===== config.mk =====
export PLATFORM = sky130hd
export DESIGN_NAME = fetch_unit
export DESIGN_NICKNAME = d
export VERILOG_FILES = /design/src/rtl/fetch_unit.sv
export SDC_FILE = /design/constraint.sdc
export NUM_CORES = 1
export LEC_CHECK = 0
export ABC_CLOCK_PERIOD_IN_PS = 7520
export CAP_MARGIN = 25
export CORE_AREA = 2 2 140 142
export DETAILED_ROUTE_END_ITERATION = 10
export DIE_AREA = 0 0 142 144
export GPL_ROUTABILITY_DRIVEN = 0
export PLACE_DENSITY = 0.8
export SKIP_CTS_REPAIR_TIMING = 1
export SLEW_MARGIN = 20
export SYNTH_ARGS = -nofsm -noshare
export SYNTH_HDL_FRONTEND = slang
export SYNTH_SLANG_ARGS = --single-unit

===== constraint.sdc =====
create_clock -name clk -period 7.52 [get_ports clk]
set_input_delay 1.128 -clock clk [delete_from_list [all_inputs] [get_ports clk]]
set_output_delay 1.128 -clock clk [all_outputs]
set_load 0.02 [all_outputs]

===== src/rtl/fetch_unit.sv =====
`timescale 1ns/1ps
// Instruction-fetch stage: owns the fetch address, runs one imem transaction at a
// time and loads returned words into the IF/ID register for decode/prediction.
//
// state | meaning
// ISSUE | imem_req high, waiting for grant on next_pc
// WAIT  | granted, waiting for rvalid
// HOLD  | word parked in hold buffer while decode is stalled on a live IF/ID
// PRED  | IF/ID just loaded; sample predict_pc as the next fetch address
// DROP  | redirect pending; discard the outstanding response
module fetch_unit #(
   parameter logic [31:0] RESET_PC  = 32'h0000_0000,
   parameter logic [31:0] NOP_INSTR = 32'h0000_0013
) (
   input  logic        clk,
   input  logic        rst,
   input  logic        flush,
   input  logic [31:0] correct_pc,
   input  logic [31:0] predict_pc,
   input  logic        id_stall,
   output logic        imem_req,
   output logic [31:0] imem_addr,
   input  logic        imem_gnt,
   input  logic        imem_rvalid,
   input  logic [31:0] imem_rdata,
   output logic        ifid_valid,
   output logic [31:0] ifid_instr,
   output logic [31:0] ifid_pc,
   output logic [31:0] cur_pc,
   output logic [15:0] fetch_cnt,
   output logic [15:0] squash_cnt
);

   typedef enum logic [2:0] {ISSUE, WAIT, HOLD, PRED, DROP} state_t;

   state_t      state_q, state_d;
   logic        req_q, req_d;
   logic [31:0] next_pc_q, next_pc_d;
   logic [31:0] issued_pc_q, issued_pc_d;
   logic [31:0] hold_q, hold_d;
   logic        ifid_valid_q, ifid_valid_d;
   logic [31:0] ifid_instr_q, ifid_instr_d;
   logic [31:0] ifid_pc_q, ifid_pc_d;
   logic [15:0] fetch_cnt_q, fetch_cnt_d;
   logic [15:0] squash_cnt_q, squash_cnt_d;

   logic        gnt_ok;
   logic        load;
   logic [31:0] load_data;
   logic        drop;
   logic        kill;

   always_comb begin
      state_d     = state_q;
      next_pc_d   = next_pc_q;
      issued_pc_d = issued_pc_q;
      hold_d      = hold_q;
      load        = 1'b0;
      load_data   = imem_rdata;
      drop        = 1'b0;
      // req_q is low for the first cycle after reset, so a stray grant is ignored
      gnt_ok      = imem_gnt & req_q;

      case (state_q)
         ISSUE: begin
            if (gnt_ok) begin
               issued_pc_d = next_pc_q;
               state_d     = flush ? DROP : WAIT;
            end
         end
         WAIT: begin
            if (flush) begin
               if (imem_rvalid) begin
                  drop    = 1'b1;
                  state_d = ISSUE;
               end else begin
                  state_d = DROP;
               end
            end else if (imem_rvalid) begin
               if (!ifid_valid_q || !id_stall) begin
                  load    = 1'b1;
                  state_d = PRED;
               end else begin
                  hold_d  = imem_rdata;
                  state_d = HOLD;
               end
            end
         end
         HOLD: begin
            if (flush) begin
               drop    = 1'b1;
               state_d = ISSUE;
            end else if (!id_stall) begin
               load      = 1'b1;
               load_data = hold_q;
               state_d   = PRED;
            end
         end
         PRED: begin
            next_pc_d = predict_pc;
            state_d   = ISSUE;
         end
         DROP: begin
            if (imem_rvalid) begin
               drop    = 1'b1;
               state_d = ISSUE;
            end
         end
         default: state_d = ISSUE;
      endcase

      if (flush) next_pc_d = correct_pc;

      req_d = (state_d == ISSUE);
   end

   always_comb begin
      kill         = flush & ifid_valid_q;
      ifid_valid_d = ifid_valid_q;
      ifid_instr_d = ifid_instr_q;
      ifid_pc_d    = ifid_pc_q;
      // flush beats stall; a load beats the consume of the previous entry
      if (flush) begin
         ifid_valid_d = 1'b0;
         ifid_instr_d = NOP_INSTR;
      end else if (load) begin
         ifid_valid_d = 1'b1;
         ifid_instr_d = load_data;
         ifid_pc_d    = issued_pc_q;
      end else if (ifid_valid_q && !id_stall) begin
         ifid_valid_d = 1'b0;
         ifid_instr_d = NOP_INSTR;
      end
      fetch_cnt_d  = fetch_cnt_q + {15'd0, load};
      squash_cnt_d = squash_cnt_q + {15'd0, drop} + {15'd0, kill};
   end

   always_ff @(posedge clk or posedge rst) begin
      if (rst) begin
         state_q      <= ISSUE;
         req_q        <= 1'b0;
         next_pc_q    <= RESET_PC;
         issued_pc_q  <= RESET_PC;
         hold_q       <= 32'd0;
         ifid_valid_q <= 1'b0;
         ifid_instr_q <= NOP_INSTR;
         ifid_pc_q    <= RESET_PC - 32'd4;
         fetch_cnt_q  <= 16'd0;
         squash_cnt_q <= 16'd0;
      end else begin
         state_q      <= state_d;
         req_q        <= req_d;
         next_pc_q    <= next_pc_d;
         issued_pc_q  <= issued_pc_d;
         hold_q       <= hold_d;
         ifid_valid_q <= ifid_valid_d;
         ifid_instr_q <= ifid_instr_d;
         ifid_pc_q    <= ifid_pc_d;
         fetch_cnt_q  <= fetch_cnt_d;
         squash_cnt_q <= squash_cnt_d;
      end
   end

   assign imem_req   = req_q;
   assign imem_addr  = next_pc_q;
   assign ifid_valid = ifid_valid_q;
   assign ifid_instr = ifid_instr_q;
   assign ifid_pc    = ifid_pc_q;
   assign cur_pc     = ifid_pc_q + 32'd4;
   assign fetch_cnt  = fetch_cnt_q;
   assign squash_cnt = squash_cnt_q;

endmodule


== Word level (Yosys, flattened, before mapping) ==
Cells that the tools add are included.

* Register bits after elaboration: 197
* Input port bits: 102

* Add/sub/neg operators: 4
* Eq/ne operators: 4
* Multiplexer cells: 30
* Bitwise gates (word level): 4
* Reductions and logical operators: 11

{| class="wikitable"
|+ Operator list
! kind !! number
|-
| two-way mux 32 bit || 7
|-
| adder 16 x 1 -> 16 bit || 3
|-
| adder 32 x 3 -> 32 bit, second input constant || 1
|-
| two-way mux 3 bit || 8
|-
| two-way mux 1 bit || 12
|-
| case mux 3 bit (4 select lines) || 1
|-
| == test 3 x 2 -> 1 bit, second input constant || 2
|-
| zero test 3 bit || 2
|-
| AND reduction 2 bit || 2
|-
| AND reduction 4 bit || 1
|-
| == test 3 x 1 -> 1 bit, second input constant || 1
|-
| == test 3 bit, second input constant || 1
|-
| case mux 1 bit (3 select lines) || 1
|-
| nonzero test 3 bit || 1
|-
| AND 1 bit || 2
|-
| zero test 1 bit || 2
|-
| inverter 1 bit || 2
|-
| case mux 1 bit (2 select lines) || 1
|-
| nonzero test 2 bit || 1
|-
| logical AND 1 bit || 1
|-
| logical OR 1 bit || 1
|}

== Depth between registers and ports, before layout ==
* Depth after elaboration: 8
* Gate-level depth with buffers: 11

== Worst setup path after synthesis ==
No wires, ideal clock.

* Path kind: register -> output
* From: register ifid_pc_q[2], in the netlist ifid_pc[2]
* To: output port cur_pc[20]
* Data arrival time: 1.969 ns
* Slack: 4.423 ns
* Cell stages (with the launch flop): 7
* Buffers on the path: 1
* Cells stage by stage: dfstp_2 -> ha_1 -> and4_1 -> clkbuf_1 -> and4_1 -> nand3_1 -> xnor2_1

* Longest elaborated chain between the ends: 1

{| class="wikitable"
|+ RTL lines
! element !! line !! RTL
|-
| start, declared || 43 || <nowiki>logic [31:0] ifid_pc_q, ifid_pc_d;</nowiki>
|-
| start signal, assigned || 147 || <nowiki>ifid_pc_q <= RESET_PC - 32'd4;</nowiki>
|-
| start signal, assigned || 158 || <nowiki>ifid_pc_q <= ifid_pc_d;</nowiki>
|-
| adder 32 x 3 -> 32 bit || 169 || <nowiki>assign cur_pc = ifid_pc_q + 32'd4;</nowiki>
|-
| end, declared || 29 || <nowiki>output logic [31:0] cur_pc,</nowiki>
|}

Every way passes these cells.

== Worst setup path after layout ==
* From: register ifid_pc_q[2], in the netlist ifid_pc[2]
* To: output port cur_pc[14]

The elaborated chain is that of the path after synthesis.

==> impl_metrics.prom <==
# TYPE chip_impl_metric gauge
chip_impl_metric{name="area.growth.synth_to_final",unit="%"} 37.63
chip_impl_metric{name="yosysTopAreaCellShare",unit="%"} 45.88
chip_impl_metric{name="drt-pass1-iter-count",unit=""} 4
chip_impl_metric{name="globalRoute.totalOverflow",unit=""} 0
chip_impl_metric{name="power.density_cell_area",unit="mW/mm2"} 315.5
chip_impl_info{name="tritoncts_clock_tree",value="done"} 1
chip_impl_metric{name="fmax",unit="MHz"} 243.6
chip_impl_metric{name="die_h",unit="um"} 144
chip_impl_metric{name="place.port_buffers",unit=""} 263
chip_impl_info{name="holdCritStartpoint",value="fetch_cnt[12]"} 1
chip_impl_metric{name="place_worst_setup_slack",unit="ps"} 3863
chip_impl_metric{name="die_w",unit="um"} 142
chip_impl_info{name="rsz0062_at_grt",value="no"} 1
chip_impl_metric{name="drt_iter0_markers",unit=""} 275
chip_impl_info{name="top_ff_cell_synth",value="dfrtp_1"} 1
chip_impl_metric{name="synthesis.yosys.warnings",unit=""} 0
chip_impl_info{name="critical_path.startpoint_type",value="flop"} 1
chip_impl_metric{name="timing.final.setup_violations",unit=""} 0
chip_impl_info{name="yosys-top-cells-area",value="dfrtp_1 46%, dfstp_2 9.7%, mux2_2 8.3%"} 1
chip_impl_metric{name="floorplan.core_area",unit="mm2"} 0.01908
chip_impl_metric{name="share_of_layout_cells_above_drive_strength_1",unit="%"} 18.99
chip_impl_metric{name="clk-insertion-delay-late",unit="ps"} 430
chip_impl_metric{name="drv_cap",unit=""} 0
chip_impl_metric{name="num_vias",unit=""} 6173
chip_impl_info{name="worstReg2RegStart",value="state_q[0]"} 1
chip_impl_info{name="critical_path.endpoint_type",value="output port"} 1
chip_impl_info{name="crit_type",value="reg2out"} 1
chip_impl_metric{name="synth_seq_cells",unit=""} 197
chip_impl_metric{name="dieArea",unit="mm2"} 0.02045
chip_impl_info{name="outcome",value="completed"} 1
chip_impl_metric{name="synthesis.instances",unit=""} 683
chip_impl_metric{name="grt_antenna_before_repair",unit=""} 0
chip_impl_metric{name="initial_core_util",unit="%"} 46.88
chip_impl_metric{name="antenna_violating_nets_post_route",unit=""} 0
chip_impl_info{name="worstHoldPathType",value="reg2reg"} 1
chip_impl_metric{name="synth_cell_types",unit=""} 46
chip_impl_metric{name="ys_async_sr_fraction",unit="%"} 100.0
chip_impl_metric{name="timing.final.ws_setup",unit="ps"} 3415
chip_impl_info{name="synth_common_cells",value="164 x dfrtp_1, 66 x mux2_2, 64 x mux2i_1"} 1
chip_impl_metric{name="ctsLongestPathBuffers",unit=""} 2
chip_impl_metric{name="min_period",unit="ps"} 4105
chip_impl_metric{name="max-vdd-ir-drop",unit="mV"} 0.1858
chip_impl_info{name="timing.critical_path.from",value="ifid_pc[2]"} 1
chip_impl_metric{name="worst-path-max-fanout",unit=""} 9
chip_impl_metric{name="timing_hold_violations_final",unit=""} 0
chip_impl_metric{name="synth_seq_area_share",unit="%"} 55.57
chip_impl_metric{name="synth_fp_nets",unit=""} 791
chip_impl_info{name="cts.root.buffer_cell",value="clkbuf_16"} 1
chip_impl_metric{name="grtUsageTotal",unit="%"} 21.29
chip_impl_metric{name="drt_wl_total",unit="mm"} 21.37
chip_impl_metric{name="dp_hpwl",unit="mm"} 14.54
chip_impl_metric{name="i_o_pins",unit=""} 264
chip_impl_metric{name="fillerInstances",unit=""} 1442
chip_impl_metric{name="grt_max_degree",unit=""} 132
chip_impl_metric{name="num_rows",unit=""} 51
chip_impl_metric{name="drv_slew",unit=""} 0
chip_impl_metric{name="synth_edf_count",unit=""} 0
chip_impl_metric{name="finalClockSkew",unit="ps"} 9.967
chip_impl_metric{name="worst-endpoint-required",unit="ps"} 6390
chip_impl_metric{name="worstMarginPinSlew",unit="ps"} 977.8
chip_impl_metric{name="cts_h_tree_depth",unit=""} 4
chip_impl_metric{name="grt_first_pass_wirelength",unit="mm"} 33.74
chip_impl_metric{name="cp_data_arrival_time",unit="ps"} 2980
chip_impl_metric{name="slew_headroom",unit="%"} 34.66
chip_impl_metric{name="cellLeakagePower",unit="nW"} 5.341
chip_impl_metric{name="drcViolationCount",unit=""} 0
chip_impl_metric{name="fin_nets",unit=""} 1043
chip_impl_metric{name="path_clk_slew",unit="ps"} 70
chip_impl_metric{name="layout_worst_path_cycle_share",unit="%"} 54.58
chip_impl_metric{name="cts_made_buffers",unit=""} 17
chip_impl_info{name="synth_largest_area_cell",value="dfrtp_1"} 1
chip_impl_metric{name="routedWlPerCell",unit="um"} 18.02
chip_impl_metric{name="syn_avg_cell_area",unit="um2"} 13.10
chip_impl_metric{name="fin_tns_setup",unit="ps"} 0
chip_impl_metric{name="syn-cell-area",unit="mm2"} 0.008945
chip_impl_metric{name="clock_sink_count",unit=""} 197
chip_impl_metric{name="antennaDiodeCount",unit=""} 0
chip_impl_info{name="post-synth-top-count-cell",value="dfrtp_1"} 1
chip_impl_metric{name="vias_in_the_first_global_route",unit=""} 6231
chip_impl_metric{name="route.detailed.vias_per_inst",unit=""} 5.205
==> placed cells by master (no fill, tap or decap), types with 2 or more instances in the layout <==
cell,count
a21oi_1,2
a22oi_1,3
and2_1,2
and3_1,14
and4_1,9
buf_4,7
bufinv_16,2
clkbuf_16,17
clkdlybuf4s50_1,262
clkinv_2,3
clkinv_4,2
dfrtp_1,164
dfstp_2,33
ha_1,5
inv_1,9
inv_6,5
mux2_2,66
mux2_4,30
mux2i_1,64
nand2_1,46
nand3_1,27
nand4_1,14
nand4b_1,2
nor2_1,12
nor2_4,2
nor3_1,4
o21ai_0,36
o2bb2ai_1,29
xnor2_1,41
xor2_1,15
==> area by class of cell <==
cell class | instances | area [um2] | share of cell area, %
clock buffers | 19 | 442.9 | 3.598
clock inverters | 13 | 143.9 | 1.169
inverters | 11 | 48.80 | 0.3964
multi-input cells | 438 | 3726 | 30.27
flip-flops and latches | 197 | 4971 | 40.38
well taps | 238 | 297.8 | 2.419
repair buffers | 270 | 2680 | 21.77
==> path summary, 6_finish.rpt <==
path	endpoint	slack (ps)	depth (start not counted)
worst max-delay path	cur_pc[14]	3420	6
worst min-delay path	fetch_cnt[12]	490	1
worst max register to register	fetch_cnt[8]	5100	9
worst min register to register	fetch_cnt[12]	490	1
max in group asynchronous	ifid_instr[8]	4780	3
min in group asynchronous	hold_q[23]	1310	2
==> state kept, by name (all words and copies together) (netlist names) <==
register	count
fetch_cnt	16
hold_q	32
ifid_instr	32
ifid_pc	32
ifid_valid	1
imem_addr	32
imem_req	1
issued_pc_q	32
squash_cnt	16
state_q	3
==> cells by family (layout without fill, tap and decap cells) <==
| logic type | Yosys count | in the layout | synth area share (%) |
|---|---|---|---|
| fa+ha+maj | 6 | 6 | 0.9232 |
| compound gates | 75 | 75 | 5.763 |
| simple gates | 141 | 141 | 8.519 |
| buf+inv | 48 | 313 | 3.231 |
| xor+xnor | 56 | 56 | 5.483 |
| mux | 160 | 160 | 20.51 |
| flops | 197 | 197 | 55.57 |
==> through the flow <==
stage          instance area (um2)  power (mW)  hold slack (ps)  util (%)  instances
3_5_place_dp                 11720       2.989            473.6     61.45       1154
5_1_grt                      12310       4.077            497.9     64.52       1186
3_3_place_gp                 11720       2.965            462.3     61.45       1154
4_1_cts                      12310       3.921            490.3     64.52       1186
6_report                     12310       3.884            487.1     64.52       1186
2_1_floorplan                 8945       2.323            475.0         -        683
==> power breakdown <==
group / leakage (nW) / internal (mW) / switching, mW
registers: 2.50 / 1.37 / 0.253
logic: 2.55 / 0.709 / 0.640
clock network: 0.289 / 0.505 / 0.412
==> routing by layer <==
| layer | GRT usage [%] | routed length, um |
|---|---|---|
| met1 | 29.16 | 9526 |
| met2 | 32.85 | 9928 |
| met3 | 6.854 | 1724 |
| met4 | 5.789 | 187 |
| met5 | 0 | 0 |
==> worst max-delay path: stages (launching register included) <==
cell and delay [ps]:
dfstp_2 590, ha_1 210, and4_1 500, and3_1 290
nand3_1 120, xnor2_1 200, clkdlybuf4s50_1 640
(Power assumes the default switching activity.)
